`src/rtl/decade_chain_ctrl.sv`:
```
// decade_chain_ctrl: command-driven controller for a chain of BCD decade counters.
// Optional alarm/target compare is built when DECADE_CTRL_ALARM_EN is defined.
module decade_chain_ctrl #(
  parameter int DIGITS   = 4,
  parameter int PRESCALE = 10
) (
  input  logic                clk,
  input  logic                rst_n,
  input  logic                cmd_valid,
  output logic                cmd_ready,
  input  logic [2:0]          cmd_op,
  input  logic [4*DIGITS-1:0] cmd_data,
  output logic [4*DIGITS-1:0] count,
  output logic                running,
  output logic                dir_o,
  output logic                step,
  output logic                sup,
  output logic                inf,
  output logic                err,
  output logic                alarm
);

  localparam int W  = 4 * DIGITS;
  localparam int PW = (PRESCALE > 1) ? $clog2(PRESCALE) : 1;
  localparam logic [PW-1:0] PMAX = PW'(PRESCALE - 1);

  typedef enum logic [1:0] {
    S_IDLE,
    S_RUN,
    S_LOADCHK
  } state_e;

  state_e         state_q, state_d;
  logic [W-1:0]   cnt_q, cnt_d;
  logic [W-1:0]   hold_q, hold_d;
  logic [PW-1:0]  pre_q, pre_d;
  logic           dir_q, dir_d;
  logic           ret_q, ret_d;
  logic           run_q, run_d;
  logic           err_q, err_d;
  logic           step_q, step_d;
  logic           sup_q, sup_d;
  logic           inf_q, inf_d;
`ifdef DECADE_CTRL_ALARM_EN
  logic [W-1:0]   tgt_q, tgt_d;
  logic           alarm_q, alarm_d;
`endif

  logic [W-1:0]   nxt_cnt;
  logic [3:0]     dig;
  logic           cy;
  logic           tick;
  logic           accept;
  logic           op_start, op_stop, op_clear;
  logic           op_load, op_dir, op_alarm;

  function automatic logic bcd_ok(input logic [W-1:0] v);
    logic ok;
    ok = 1'b1;
    for (int i = 0; i < DIGITS; i++)
      if (v[4*i +: 4] > 4'd9) ok = 1'b0;
    return ok;
  endfunction

  assign cmd_ready = (state_q != S_LOADCHK);
  assign accept    = cmd_valid && cmd_ready;
  assign tick      = (state_q == S_RUN) && (pre_q == PMAX);

  assign op_start = (cmd_op == 3'b001);
  assign op_stop  = (cmd_op == 3'b010);
  assign op_clear = (cmd_op == 3'b011);
  assign op_load  = (cmd_op == 3'b100);
  assign op_dir   = (cmd_op == 3'b101);
  assign op_alarm = (cmd_op == 3'b110);

  // Next BCD value one step up or down; cy is the carry/borrow out of the top digit.
  always_comb begin
    nxt_cnt = cnt_q;
    cy      = 1'b1;
    dig     = '0;
    for (int i = 0; i < DIGITS; i++) begin
      dig = cnt_q[4*i +: 4];
      if (cy) begin
        if (!dir_q) begin
          if (dig == 4'd9) begin
            nxt_cnt[4*i +: 4] = 4'd0;
          end else begin
            nxt_cnt[4*i +: 4] = dig + 4'd1;
            cy = 1'b0;
          end
        end else begin
          if (dig == 4'd0) begin
            nxt_cnt[4*i +: 4] = 4'd9;
          end else begin
            nxt_cnt[4*i +: 4] = dig - 4'd1;
            cy = 1'b0;
          end
        end
      end
    end
  end

  // Command handling, prescaler and stepping; an accepted command swallows a tick.
  always_comb begin
    state_d = state_q;
    cnt_d   = cnt_q;
    hold_d  = hold_q;
    pre_d   = pre_q;
    dir_d   = dir_q;
    ret_d   = ret_q;
    err_d   = err_q;
    step_d  = 1'b0;
    sup_d   = 1'b0;
    inf_d   = 1'b0;
`ifdef DECADE_CTRL_ALARM_EN
    tgt_d   = tgt_q;
    alarm_d = 1'b0;
`endif
    if (state_q == S_LOADCHK) begin
      state_d = ret_q ? S_RUN : S_IDLE;
      if (bcd_ok(hold_q)) begin
        cnt_d = hold_q;
        pre_d = '0;
      end else begin
        err_d = 1'b1;
      end
    end else if (accept) begin
      if (state_q == S_RUN)
        pre_d = tick ? '0 : pre_q + 1'b1;
      unique case (1'b1)
        op_start: begin
          state_d = S_RUN;
          pre_d   = '0;
        end
        op_stop: begin
          state_d = S_IDLE;
          pre_d   = '0;
        end
        op_clear: begin
          cnt_d = '0;
          err_d = 1'b0;
          pre_d = '0;
        end
        op_load: begin
          hold_d  = cmd_data;
          ret_d   = (state_q == S_RUN);
          state_d = S_LOADCHK;
        end
        op_dir: dir_d = cmd_data[0];
`ifdef DECADE_CTRL_ALARM_EN
        op_alarm: begin
          if (bcd_ok(cmd_data)) tgt_d = cmd_data;
          else                  err_d = 1'b1;
        end
`endif
        default: ;
      endcase
    end else if (tick) begin
      cnt_d  = nxt_cnt;
      pre_d  = '0;
      step_d = 1'b1;
      sup_d  = cy & ~dir_q;
      inf_d  = cy & dir_q;
`ifdef DECADE_CTRL_ALARM_EN
      if (nxt_cnt == tgt_q) begin
        alarm_d = 1'b1;
        state_d = S_IDLE;
      end
`endif
    end else if (state_q == S_RUN) begin
      pre_d = pre_q + 1'b1;
    end
    run_d = (state_d == S_RUN) ||
            ((state_d == S_LOADCHK) && ret_d);
  end

  // State and registered outputs.
  always_ff @(posedge clk or negedge rst_n) begin
    if (!rst_n) begin
      state_q <= S_IDLE;
      cnt_q   <= '0;
      hold_q  <= '0;
      pre_q   <= '0;
      dir_q   <= 1'b0;
      ret_q   <= 1'b0;
      run_q   <= 1'b0;
      err_q   <= 1'b0;
      step_q  <= 1'b0;
      sup_q   <= 1'b0;
      inf_q   <= 1'b0;
`ifdef DECADE_CTRL_ALARM_EN
      tgt_q   <= '0;
      alarm_q <= 1'b0;
`endif
    end else begin
      state_q <= state_d;
      cnt_q   <= cnt_d;
      hold_q  <= hold_d;
      pre_q   <= pre_d;
      dir_q   <= dir_d;
      ret_q   <= ret_d;
      run_q   <= run_d;
      err_q   <= err_d;
      step_q  <= step_d;
      sup_q   <= sup_d;
      inf_q   <= inf_d;
`ifdef DECADE_CTRL_ALARM_EN
      tgt_q   <= tgt_d;
      alarm_q <= alarm_d;
`endif
    end
  end

  assign count   = cnt_q;
  assign running = run_q;
  assign dir_o   = dir_q;
  assign step    = step_q;
  assign sup     = sup_q;
  assign inf     = inf_q;
  assign err     = err_q;
`ifdef DECADE_CTRL_ALARM_EN
  assign alarm   = alarm_q;
`else
  assign alarm   = 1'b0;
  logic unused_ok;
  assign unused_ok = op_alarm;
`endif

endmodule

```
`config.mk`:
```
export PLATFORM = sky130hd
export DESIGN_NAME = decade_chain_ctrl
export DESIGN_NICKNAME = d
export VERILOG_FILES = /design/src/rtl/decade_chain_ctrl.sv
export SDC_FILE = /design/constraint.sdc
export NUM_CORES = 1
export LEC_CHECK = 0
export ABC_AREA = 1
export BUFFER_PORTS_ARGS = -buffer_cell sky130_fd_sc_hd__buf_2
export CAP_MARGIN = 10
export CELL_PAD_IN_SITES_DETAIL_PLACEMENT = 1
export CELL_PAD_IN_SITES_GLOBAL_PLACEMENT = 2
export CORE_MARGIN = 4
export CORE_UTILIZATION = 34
export CTS_CLUSTER_SIZE = 25
export DETAILED_ROUTE_END_ITERATION = 8
export GPL_TIMING_DRIVEN = 0
export PLACE_DENSITY_LB_ADDON = 0.1
export SLEW_MARGIN = 20
export SYNTH_ARGS = -nofsm -noshare
export SYNTH_HDL_FRONTEND = slang
export SYNTH_SLANG_ARGS = --single-unit
export TNS_END_PERCENT = 5
```
`constraint.sdc`:
```
create_clock -name clk -period 4.65 [get_ports clk]
set_clock_uncertainty 0.05 [all_clocks]
set_input_delay 1.1625 -clock clk [delete_from_list [all_inputs] [get_ports clk]]
set_output_delay 1.1625 -clock clk [all_outputs]
set_load 0.02 [all_outputs]
```
**Yosys cells after proc, flatten, opt, wreduce, memory -nomap -nowiden**

Index checks and enable logic that the tools add are counted.

- Flip-flop bits (word level): 45
- Latch bits: 0
- Memory bits (writable): 0
- Memory bits (read-only): 0
- Bits of input ports: 22
- Output and inout port bits: 24
- Logic and storage cells: 142
- Memories kept: 0

- Add/subtract/negate cells: 9
- Multipliers: 0
- Div/mod/pow operators: 0
- Magnitude comparators: 4
- Eq/ne operators: 19
- Shift-type cells: 0
- Multiplexer cells: 68
- Bitwise operators: 4
- Reduce and logical (&&, ||, !) cells: 24

Operators by type and width:

| cell | number |
|---|---|
| 4-bit two-way mux | 23 |
| 16-bit two-way mux | 5 |
| 1-bit two-way mux | 37 |
| 4-bit by 1-bit adder with 4-bit output, second input constant | 5 |
| 4-bit equality test, second input constant | 5 |
| 4-bit > comparator, second input constant | 4 |
| 4-bit logical NOT | 4 |
| 4-bit by 1-bit subtractor with 4-bit output, second input constant | 4 |
| 3-bit AND reduction | 5 |
| 4-bit AND reduction | 3 |
| 3-bit nonzero test | 4 |
| 3-bit by 2-bit equality test with 1-bit output, second input constant | 2 |
| 3-bit equality test, second input constant | 2 |
| 2-bit one-hot mux with 3 select lines | 1 |
| 2-bit by 1-bit equality test with 1-bit output, second input constant | 2 |
| 2-bit equality test, second input constant | 2 |
| 2-bit two-way mux | 2 |
| 2-bit inequality test, second input constant | 2 |
| 4-bit by 2-bit inequality test with 1-bit output, second input constant | 1 |
| 2-bit nonzero test | 2 |
| 4-bit nonzero test | 1 |
| 3-bit by 1-bit equality test with 1-bit output, second input constant | 1 |
| 1-bit logical AND | 3 |
| 3-bit by 1-bit inequality test with 1-bit output, second input constant | 1 |
| other kinds (5) | 7 |

**Depth between registers and ports, before layout**

Gate-level depths: netlist of run 1.

- Depth after elaboration: 10
- Depth in mapped cells: 12
- Depth with buffers taken out: 11

**Least setup slack after synthesis of run 1**

No wires, ideal clock.

- Path kind: in2reg
- From: in cmd_op[1]
- To: reg hold_q[10]
- Setup time: 0.125 ns
- Arrival: 1.939 ns
- Path slack: 2.536 ns
- Stages on the path: 4
- Path buffers: 1
- Path through: nor2_1 nand3_4 buf_6 mux2_4

- Cells in the longest elaborated chain, start to end: 2

Ends and longest elaborated chain:

| item | RTL line | text |
|---|---|---|
| start, declared | 11 | `input logic [2:0] cmd_op,` |
| 3-bit equality test | 72 | `assign op_load = (cmd_op == 3'b100);` |
| 3-bit AND reduction (no source line) | -- |  |
| end signal, assigned | 198 | `hold_q <= hold_d;` |
| end, declared | 35 | `logic [W-1:0] hold_q, hold_d;` |

Every way passes these cells.
A chain may end at the register's enable or synchronous reset.

**Final worst setup path of run 1**

- From: reg state_q[0]
- To: out cmd_ready

- Cells in the longest elaborated chain, start to end: 1

Ends and longest elaborated chain:

| item | RTL line | text |
|---|---|---|
| start, declared | 33 | `state_e state_q, state_d;` |
| start signal, assigned | 196 | `state_q <= state_d;` |
| 2-bit inequality test | 65 | `assign cmd_ready = (state_q != S_LOADCHK);` |
| end, declared | 10 | `output logic cmd_ready,` |

Every way passes these cells.

==> results of run 1 <==
[worst max-delay path, delay by kind of cell (launching register included)]
kind                     cells  cell delay [ps]
adder cells (fa/ha/maj)      1              200
flip-flops                   1              380
buffers and inverters        4              600
[flip-flops by register name, summed over array words and instances (netlist names)]
name     flops
count       16
dir_o        1
err          1
hold_q      16
inf          1
pre_q        4
ret_q        1
running      1
state_q      2
step         1
sup          1
[layer usage]
metal / wire [µm] / vias up / track usage, %
li1: - / 1336 / -
met1: 3880 / 1256 / 23.3
met2: 3860 / 35 / 29.4
met3: 249 / 5 / 3.16
met4: 50 / 0 / 2.52
met5: 0 / - / 0
[through the flow]
| stage | hold slack (ps) | power, mW | worst slack (ps) | instances |
|---|---|---|---|---|
| global route | 487 | 2.20 | 1870 | 536 |
| global placement | 419 | 1.72 | 2210 | 528 |
| CTS | 451 | 2.02 | 1960 | 536 |
| detailed placement | 426 | 1.74 | 2220 | 528 |
| floorplan | 403 | 1.42 | 2540 | 382 |
| finish | 445 | 1.99 | 1980 | 536 |
[power groups by stage]
stage	clock (mW)	combinational (mW)	sequential [mW]
after floorplan	0	0.671	0.747
after detailed placement	0	1.03	0.710
after global placement	0	1.01	0.702
after global routing	0.300	1.16	0.732
final	0.272	1.02	0.702
after CTS	0.284	1.04	0.704
[cell usage in the layout, fill, tap and decap left out, drive strengths merged, types with 4 or more instances in the layout]
| cell type | n |
|---|---|
| nand2 | 132 |
| buf | 50 |
| dfrtp | 45 |
| nand3 | 38 |
| nor2 | 38 |
| inv | 38 |
| o21ai | 31 |
| a21oi | 15 |
| mux2 | 11 |
| clkbuf | 10 |
| nand4 | 5 |
| nand3b | 4 |
| ha | 4 |
[cells by family (layout without fill, tap and decap cells)]
family | count (synthesis) | after routing | share of synthesized area, %
XOR/XNOR | 1 | 1 | 0.310
AO/OA/AOI/OAI | 50 | 50 | 9.71
adder cells (fa/ha/maj) | 4 | 4 | 1.77
buffers and inverters | 48 | 100 | 7.40
multiplexers | 11 | 11 | 5.72
AND/OR/NAND/NOR | 222 | 222 | 35.1
flip-flops | 45 | 45 | 39.9
other | 1 | 1 | 0.133
[worst min path at each step]
stage,to,slack [ps],cells after the start
finish,hold_q[0]$_DFFE_PN0P_,450,2
global route,hold_q[4]$_DFFE_PN0P_,490,1
CTS,hold_q[0]$_DFFE_PN0P_,450,2
detailed placement,hold_q[0]$_DFFE_PN0P_,430,2
global placement,hold_q[0]$_DFFE_PN0P_,420,2
floorplan,hold_q[0]$_DFFE_PN0P_,400,2
[cell type report]
cell class,count,area [µm²]
timing repair buffer,44,223
clock inverter,1,5.00
inverter,39,146
fill,1017,4610
clock buffer,7,96.3
sequential,45,1130
tap,102,128
buffer,9,62.6
multi-input combinational,289,1490
==> impl_metrics.py, run 1 <==
metrics = {
    "die": {
        "die_w_um": 99.1,
        "num_rows": 32,
        "die_h_um": 99.1,
        "num_io_pins": 46,
        "start_util_pct": 35.8,
        "dieArea_um2": 9820,
        "coreArea_um2": 7890,
    },
    "logic_synthesis": {
        "netlist_instances": 382,
        "syn_nets": 408,
        "synth_common_cells": "nand2_1, dfrtp_1, nand3_1, nor2_1, inv_1",
        "synth-edff-count": 0,
        "synth_ff_type": "dfrtp_1",
        "yosysTopAreaCell": "dfrtp_1",
        "yosysWarnings": 0,
        "synth_area_leaders": "dfrtp_1, nand2_1, nand3_1",
        "synth_top_cell_area_share_pct": 39.9,
        "ys_types": 35,
        "syn_area_per_cell_um2": 7.39,
        "synth-seq-area-share_pct": 39.9,
        "synth-seq-cells": 45,
        "ys_async_sr_fraction_pct": 100,
        "synth_most_common_cell": "nand2_1",
        "synth_area_um2": 2820,
    },
    "critical_path": {
        "end_kind": "primary output",
        "reg2regPathDepth": 10,
        "r2r-end": "count[4]$_DFFE_PN0P_",
        "crit_chain": "inv_1 -> ha_1 -> buf_6 -> inv_2 -> buf_2",
        "critPathSlowestCell": "dfrtp_1",
        "worst-setup-path-type": "reg -> out",
        "cp.arrival_ps": 1460,
        "timing.rr.start": "state_q[0]$_DFF_PN0_",
        "crit_required_ps": 3440,
        "startpoint": "state_q[0]$_DFF_PN0_",
        "r2r_slack_ps": 2810,
        "cp_max_fo": 10,
        "crit_path_max_incr_delay_ps": 380,
        "crit_end": "cmd_ready",
        "cp-start-kind": "flip-flop",
    },
    "route": {
        "vias": 2632,
        "wl_um": 8040,
        "routedWlPerCell_um": 15.0,
        "drt_iter0_markers": 80,
        "viasPerCell": 4.91,
        "ant_nets": 0,
        "route.detailed.drc": 0,
        "first_pass_iters": 4,
    },
    "power": {
        "p_comb_share_pct": 51.1,
        "internal_power_mw": 1.04,
        "sw_frac_of_total_pct": 47.8,
        "irDropWorstVdd_mv": 0.199,
        "power_frac_clock_pct": 13.7,
        "seqPwrFrac_pct": 35.3,
        "p_leak_nw": 1.77,
        "power.switching_mw": 0.952,
        "p_per_area_nw_per_um2": 608,
    },
    "cells_and_area": {
        "final_area_um2": 3270,
        "final_layout_size_suffix_gt1_share_pct": 21.0,
        "diodes": 0,
        "fin_util_pct": 41.5,
        "area_growth_pct": 16.0,
        "nNetsFinal": 459,
    },
    "clock_tree": {
        "ctsResizeCount": 0,
        "cts.clk_slew.worst_paths_ps": 80,
        "postCtsSetupBuffers": 0,
        "cts_tree": "built",
        "postCtsHoldBufs": 0,
        "clock_sinks": 45,
        "clockBufferDepth": 2,
        "cts_buffers": 5,
        "htreeDepth": 2,
        "root_buffer": "clkbuf_8",
        "clk_latency_ps": 290,
    },
    "global_route": {
        "gr-total-overflow": 0,
        "grt_antenna_before_repair": 0,
        "track_usage_pct": 17.3,
        "grt_pass1_vias": 2786,
        "grt_max_degree": 46,
        "grt_pass1_wl_um": 13700,
    },
    "sta": {
        "grt_setup_unrepaired": "no",
        "finalCritPeriodShare_pct": 57.4,
        "worst_slew_pin_slew_ps": 609,
        "finalSetupViolCount": 0,
        "timing_hold_violations_final": 0,
        "min_period_ps": 2670,
        "setup_tns_ps": 0,
        "maxSlewViolCount": 0,
        "relSlewSlack_pct": 59.4,
        "fmax_mhz": 374,
    },
    "job": {
        "drv_cap": 0,
    },
    "run_status": {
        "status": "complete, no violations",
    },
    "place": {
        "dp_hpwl_um": 6110,
        "routabilityCongestion": 0.794,
        "portBuffers": 44,
        "dpl_cell_area_um2": 3170,
    },
    "worst_hold_path": {
        "min_path_type": "reg -> reg",
        "hp-start": "hold_q[0]$_DFFE_PN0P_",
    },
}
Power figures use the tool's default switching activity.
==> run 2: changes to the inputs <==
--- a/config.mk
+++ b/config.mk
@@ -5,13 +5,13 @@
 export SDC_FILE = /design/constraint.sdc
 export NUM_CORES = 1
 export LEC_CHECK = 0
-export ABC_AREA = 1
+export ABC_AREA = 0
 export BUFFER_PORTS_ARGS = -buffer_cell sky130_fd_sc_hd__buf_2
 export CAP_MARGIN = 10
 export CELL_PAD_IN_SITES_DETAIL_PLACEMENT = 1
 export CELL_PAD_IN_SITES_GLOBAL_PLACEMENT = 2
 export CORE_MARGIN = 4
-export CORE_UTILIZATION = 34
+export CORE_UTILIZATION = 32
 export CTS_CLUSTER_SIZE = 25
 export DETAILED_ROUTE_END_ITERATION = 8
 export GPL_TIMING_DRIVEN = 0
==> constraint.sdc (replaced) <==
create_clock -name clk -period 2.2 [get_ports clk]
set_clock_uncertainty 0.05 [all_clocks]
set_input_delay 0.55 -clock clk [delete_from_list [all_inputs] [get_ports clk]]
set_output_delay 0.55 -clock clk [all_outputs]
set_load 0.02 [all_outputs]
==> run 2 against run 1 <==
Effect of this change: flip-flop and latch count unchanged; clock-buffer cell count is the same; area after synthesis up 2.9%; synthesized cell count shrank 19%; core utilization fell by 2.6 points; design area increased by 4.1%; combinational power rose to 2.9 times the previous value; critical path type unchanged; critical endpoint unchanged.
==> impl_metrics.py, run 2 <==
metrics = {
    "route": {
        "vias": 2495,
        "drt_iter0_markers": 62,
        "wl_um": 8280,
        "route.detailed.drc": 0,
        "first_pass_iters": 4,
        "viasPerCell": 5.31,
        "ant_nets": 0,
        "routedWlPerCell_um": 17.6,
    },
    "die": {
        "coreArea_um2": 8760,
        "start_util_pct": 33.1,
        "dieArea_um2": 10700,
        "num_io_pins": 46,
        "die_h_um": 103,
        "die_w_um": 103,
        "num_rows": 34,
    },
    "critical_path": {
        "crit_required_ps": 1600,
        "cp_top_family": "buffers and inverters",
        "cp_max_fo": 5,
        "crit_chain": "inv_1 -> ha_2 -> clkinvlp_4 -> buf_2",
        "crit_path_max_incr_delay_ps": 400,
        "worst-setup-path-type": "reg -> out",
        "crit_buf_inv": 3,
        "cp.arrival_ps": 1460,
        "cp-start-kind": "flip-flop",
        "end_kind": "primary output",
        "critPathSlowestCell": "dfrtp_1",
    },
    "cells_and_area": {
        "final_layout_size_suffix_gt1_share_pct": 30.9,
        "final_common_cell": "buf_2",
        "nNetsFinal": 387,
        "n_fill_cell": 1058,
        "area_growth_pct": 17.3,
        "mostFrequentLayoutCells": "buf_2, dfrtp_1, nand2_1",
        "diodes": 0,
        "final_cell_count_no_fill": 470,
    },
    "power": {
        "total_power_mw": 4.90,
        "irDropWorstVdd_mv": 0.465,
        "p_leak_nw": 1.47,
        "p_per_area_nw_per_um2": 1440,
    },
    "logic_synthesis": {
        "ys_async_sr_fraction_pct": 100,
        "synth-seq-area-share_pct": 38.8,
        "synth-seq-cells": 45,
        "yosysWarnings": 0,
        "syn_nets": 335,
        "netlist_instances": 309,
        "syn_area_per_cell_um2": 9.40,
        "synth_area_um2": 2900,
        "synth_ff_type": "dfrtp_1",
        "synth_area_leaders": "dfrtp_1, mux2_2, o21ai_0",
        "synth_most_common_cell": "dfrtp_1",
        "ys_types": 66,
        "synth_common_cells": "dfrtp_1, nand2_1, mux2_2, o21ai_0, a21oi_1",
        "synth-edff-count": 0,
        "yosysTopAreaCell": "dfrtp_1",
        "synth_top_cell_area_share_pct": 38.8,
    },
    "clock_tree": {
        "cts_buffers": 5,
        "cts_tree": "built",
        "postCtsHoldBufs": 0,
        "htreeDepth": 2,
        "cts.clk_slew.worst_paths_ps": 80,
        "clock_sinks": 45,
        "clockBufferDepth": 2,
        "root_buffer": "clkbuf_8",
        "clk_latency_ps": 300,
    },
    "sta": {
        "worst_slew_pin_slew_ps": 592,
        "maxSlewViolCount": 0,
        "timing.hold.ws_ps": 206,
        "setup_slack_ps": 141,
        "setup_tns_ps": 0,
        "relSlewSlack_pct": 60.6,
        "min_period_ps": 2060,
        "timing_hold_violations_final": 0,
        "finalCritPeriodShare_pct": 93.6,
        "finalSetupViolCount": 0,
        "fmax_mhz": 486,
    },
    "place": {
        "portBuffers": 42,
        "dp_hpwl_um": 6130,
        "placed_cells": 459,
        "dp_slack_ps": -249,
        "routabilityCongestion": 0.745,
    },
    "global_route": {
        "grt_antenna_before_repair": 0,
        "grt_max_degree": 46,
        "gr-total-overflow": 0,
        "track_usage_pct": 16.4,
        "grt_pass1_wl_um": 13500,
        "grt_pass1_vias": 2542,
    },
    "job": {
        "drv_cap": 0,
    },
    "run_status": {
        "status": "complete, no violations",
    },
    "worst_hold_path": {
        "min_path_type": "in -> async",
    },
}
-- run 2: cell types whose count changed in the layout (fill, tap and decap cells not counted), sizes merged, moves of 6 or more --
cell	delta
clkbuf	+8
buf	+9
nand2b	+13
nor3b	+9
nor2	-19
o21ai	-6
nand2	-104
mux2	+15
nand3	-35
inv	-28
-- run 2: kinds of logic after synthesis --
family / Yosys count / synth area share [%]
adder cells (fa/ha/maj): 4 / 1.72
AO/OA/AOI/OAI: 81 / 18.4
flip-flops: 45 / 38.8
multiplexers: 31 / 12.4
other: 1 / 0.129
XOR/XNOR: 6 / 1.81
buffers and inverters: 36 / 5.73
AND/OR/NAND/NOR: 105 / 21.1
-- run 2: area by class of cell --
type,instances,area (µm²),share of cell area [%]
Multi-Input combinational cell,228,1640,48.1
Sequential cell,45,1130,33.1
Timing Repair Buffer,45,248,7.27
Tap cell,108,135,3.97
Buffer,25,129,3.78
Clock buffer,7,76.3,2.24
Inverter,11,45.0,1.32
Clock inverter,1,7.51,0.220
-- run 2: per-stage QoR --
stage,utilization [%],area (µm²)
after floorplan,-,2900
after global placement,37.1,3250
after detailed placement,37.1,3250
after CTS,38.4,3360
after global routing,38.9,3410
final,38.9,3410
-- run 2: worst reg2reg max path, cell delays in order (launching register included) --
cell      delay [ps]
dfrtp_1          380
inv_1             70
ha_2             240
nand2b_2         230
or3_4            370
a32oi_4          250
mux2_2           360
-- run 2: final timing paths --
kind / start / to / slack, ps / cells after the start
max in group asynchronous: rst_n / count[8]$_DFFE_PN0P_ / 1500 / 1
max: state_q[0]$_DFF_PN0_ / cmd_ready / 140 / 4
max reg2reg: state_q[0]$_DFF_PN0_ / pre_q[1]$_DFFE_PN0P_ / 140 / 6
min in group clk: cmd_data[13] / hold_q[13]$_DFFE_PN0P_ / 430 / 2
min: rst_n / running$_DFF_PN0_ / 210 / 1
min reg2reg: err$_DFFE_PN0P_ / err$_DFFE_PN0P_ / 460 / 2
-- run 2: per-layer routing --
| metal | wire length (µm) | track usage [%] |
|---|---|---|
| met1 | 3990 | 22.8 |
| met2 | 3970 | 27.4 |
| met3 | 246 | 2.48 |
| met4 | 68 | 3.29 |
| met5 | 0 | 0 |
-- run 2: power by group --
group          internal (mW)  switching, mW
Combinational           1.21           1.69
Clock                  0.225          0.282
Sequential              1.18          0.311
-- run 2: timing repair --
action | 4_1_cts | 5_1_grt
setup endpoints to repair | 19 | 22
resized for setup | 1 | 12
pin swaps | 1 | 2
buffers inserted | 2 | 1
==> run 3: changes to the inputs <==
--- a/config.mk
+++ b/config.mk
@@ -5,7 +5,6 @@
 export SDC_FILE = /design/constraint.sdc
 export NUM_CORES = 1
 export LEC_CHECK = 0
-export ABC_AREA = 0
 export BUFFER_PORTS_ARGS = -buffer_cell sky130_fd_sc_hd__buf_2
 export CAP_MARGIN = 10
 export CELL_PAD_IN_SITES_DETAIL_PLACEMENT = 1
==> constraint.sdc (replaced) <==
create_clock -name clk -period 2.2 [get_ports clk]
set_clock_uncertainty 0.05 [all_clocks]
set_input_delay 0.22 -clock clk [delete_from_list [all_inputs] [get_ports clk]]
set_output_delay 0.22 -clock clk [all_outputs]
set_load 0.02 [all_outputs]
==> run 3 against run 2 <==
Effect of this change: first-iteration DRC count up 6.5%; design area up 0.66%; via count up 0.36%; sequential power about the same; power up 0.49%; worst hold slack worse by 110 ps; cell count up 0.43%; sequential share of layout area down 0.22 points; core utilization up 0.26 points; flip-flop and latch count unchanged; register-to-register slack about the same; setup slack worse by 6.0 ps; critical path type is now reg -> reg; largest cell class unchanged; largest power group unchanged; highest routed layer unchanged.
==> impl_metrics.py, run 3 (same netlist as run 2, synthesis figures left out) <==
metrics = {
    "route": {
        "viasPerCell": 5.31,
        "first_pass_iters": 4,
        "highest_layer": "met4",
        "ant_nets": 0,
        "route.detailed.drc": 0,
        "routedLengthMet1_um": 3970,
        "wl_um": 8280,
        "route.met2.wl_um": 4000,
        "routed-wl-met3_um": 236,
        "vias": 2504,
        "routedWlPerCell_um": 17.5,
        "drt_iter0_markers": 66,
    },
    "die": {
        "start_util_pct": 33.1,
        "die_w_um": 103,
        "coreArea_um2": 8760,
        "num_rows": 34,
        "num_io_pins": 46,
        "dieArea_um2": 10700,
        "die_h_um": 103,
    },
    "cells_and_area": {
        "final_common_cell": "buf_2",
        "final_layout_size_suffix_gt1_share_pct": 31.0,
        "n_fill_cell": 1059,
        "mostFrequentLayoutCells": "buf_2, dfrtp_1, nand2_1",
        "nNetsFinal": 389,
        "seqCellArea_um2": 1130,
        "multi_input_area_um2": 1650,
        "diodes": 0,
        "area_growth_pct": 18.1,
    },
    "sta": {
        "min_period_ps": 2070,
        "maxSlewViolCount": 0,
        "setup_slack_ps": 135,
        "setup_tns_ps": 0,
        "finalSetupViolCount": 0,
        "relSlewSlack_pct": 60.4,
        "timing_hold_violations_final": 0,
        "worst_slew_pin_slew_ps": 594,
        "finalCritPeriodShare_pct": 93.9,
        "grt_setup_unrepaired": "no",
        "fmax_mhz": 484,
    },
    "critical_path": {
        "cp_max_fo": 5,
        "worst-setup-path-type": "reg -> reg",
        "crit_required_ps": 2340,
        "crit_path_max_incr_delay_ps": 380,
        "cp.arrival_ps": 2210,
        "cp-start-kind": "flip-flop",
        "crit_buf_inv": 1,
        "critPathSlowestCell": "dfrtp_1",
        "end_kind": "flip-flop",
        "cp_top_family": "simple AND/OR/NAND/NOR gates",
        "crit_chain": "inv_1 -> ha_2 -> nand2b_2 -> or3_4 -> a32oi_4 -> mux2_2",
    },
    "global_route": {
        "gr-total-overflow": 0,
        "grt_max_degree": 46,
        "grt_antenna_before_repair": 0,
        "grt_pass1_wl_um": 13600,
        "track_usage_pct": 16.5,
        "grt_pass1_vias": 2542,
    },
    "power": {
        "p_leak_nw": 1.48,
        "total_power_mw": 4.93,
        "p_per_area_nw_per_um2": 1440,
        "irDropWorstVdd_mv": 0.465,
    },
    "run_status": {
        "status": "complete, no violations",
    },
    "place": {
        "portBuffers": 42,
        "routabilityCongestion": 0.745,
        "dp_hpwl_um": 6130,
        "dp_slack_ps": -249,
    },
    "clock_tree": {
        "clock_sinks": 45,
        "htreeDepth": 2,
        "cts.clk_slew.worst_paths_ps": 90,
        "root_buffer": "clkbuf_8",
        "clockBufferDepth": 2,
        "cts_tree": "built",
        "clk_latency_ps": 300,
        "cts_buffers": 5,
    },
    "worst_hold_path": {
        "min_path_type": "in -> reg",
    },
    "job": {
        "drv_cap": 0,
    },
}
==> run 3: cell type report <==
cell class / count / area share, %
inverter: 11 / 1.31
sequential: 45 / 32.8
clock inverter: 1 / 0.219
multi-input combinational: 228 / 48.0
clock buffer: 7 / 2.23
buffer: 25 / 3.76
timing repair buffer: 47 / 7.73
tap: 108 / 3.94
==> run 3: through the flow <==
step	area [µm²]	util (%)	cells	hold slack, ps
after floorplan	2900	-	309	-126
after global placement	3250	37.1	459	402
after detailed placement	3250	37.1	459	406
after CTS	3370	38.4	469	84.9
after global routing	3430	39.1	472	83.8
final	3430	39.1	472	96.2
==> run 3: repair_timing <==
action	4_1_cts	5_1_grt
pin swaps	1	2
buffers inserted	2	2
endpoints found under the setup margin	19	21
resized for setup	2	12
hold endpoints to repair	0	45
hold buffers	0	1
==> run 3: worst reg2reg max path, cell delays in order (launching register included) <==
cell and delay [ps]:
dfrtp_1 380, inv_1 70, ha_2 240, nand2b_2 230, or3_4 370, a32oi_4 250
mux2_2 370
==> run 3: layer usage <==
metal,GRT usage (%),vias up
li1,-,1214
met1,22.8,1250
met2,27.4,35
met3,2.48,5
met4,3.29,0
met5,0,-
==> run 3: power breakdown <==
part	internal (mW)	switching, mW
registers	1.18	0.312
clock network	0.225	0.284
logic	1.23	1.70
total	2.63	2.30
==> run 3: path summary, 6_finish.rpt <==
| kind | from | end | slack [ps] | cells past startpoint |
|---|---|---|---|---|
| worst max-delay path | state_q[0]$_DFF_PN0_ | pre_q[1]$_DFFE_PN0P_ | 130 | 6 |
| worst min-delay path | cmd_data[13] | hold_q[13]$_DFFE_PN0P_ | 100 | 2 |
| worst max register to register | state_q[0]$_DFF_PN0_ | pre_q[1]$_DFFE_PN0P_ | 130 | 6 |
| worst min register to register | err$_DFFE_PN0P_ | err$_DFFE_PN0P_ | 460 | 2 |
| max in group asynchronous | rst_n | count[8]$_DFFE_PN0P_ | 1280 | 2 |
| min in group asynchronous | rst_n | running$_DFF_PN0_ | 420 | 2 |
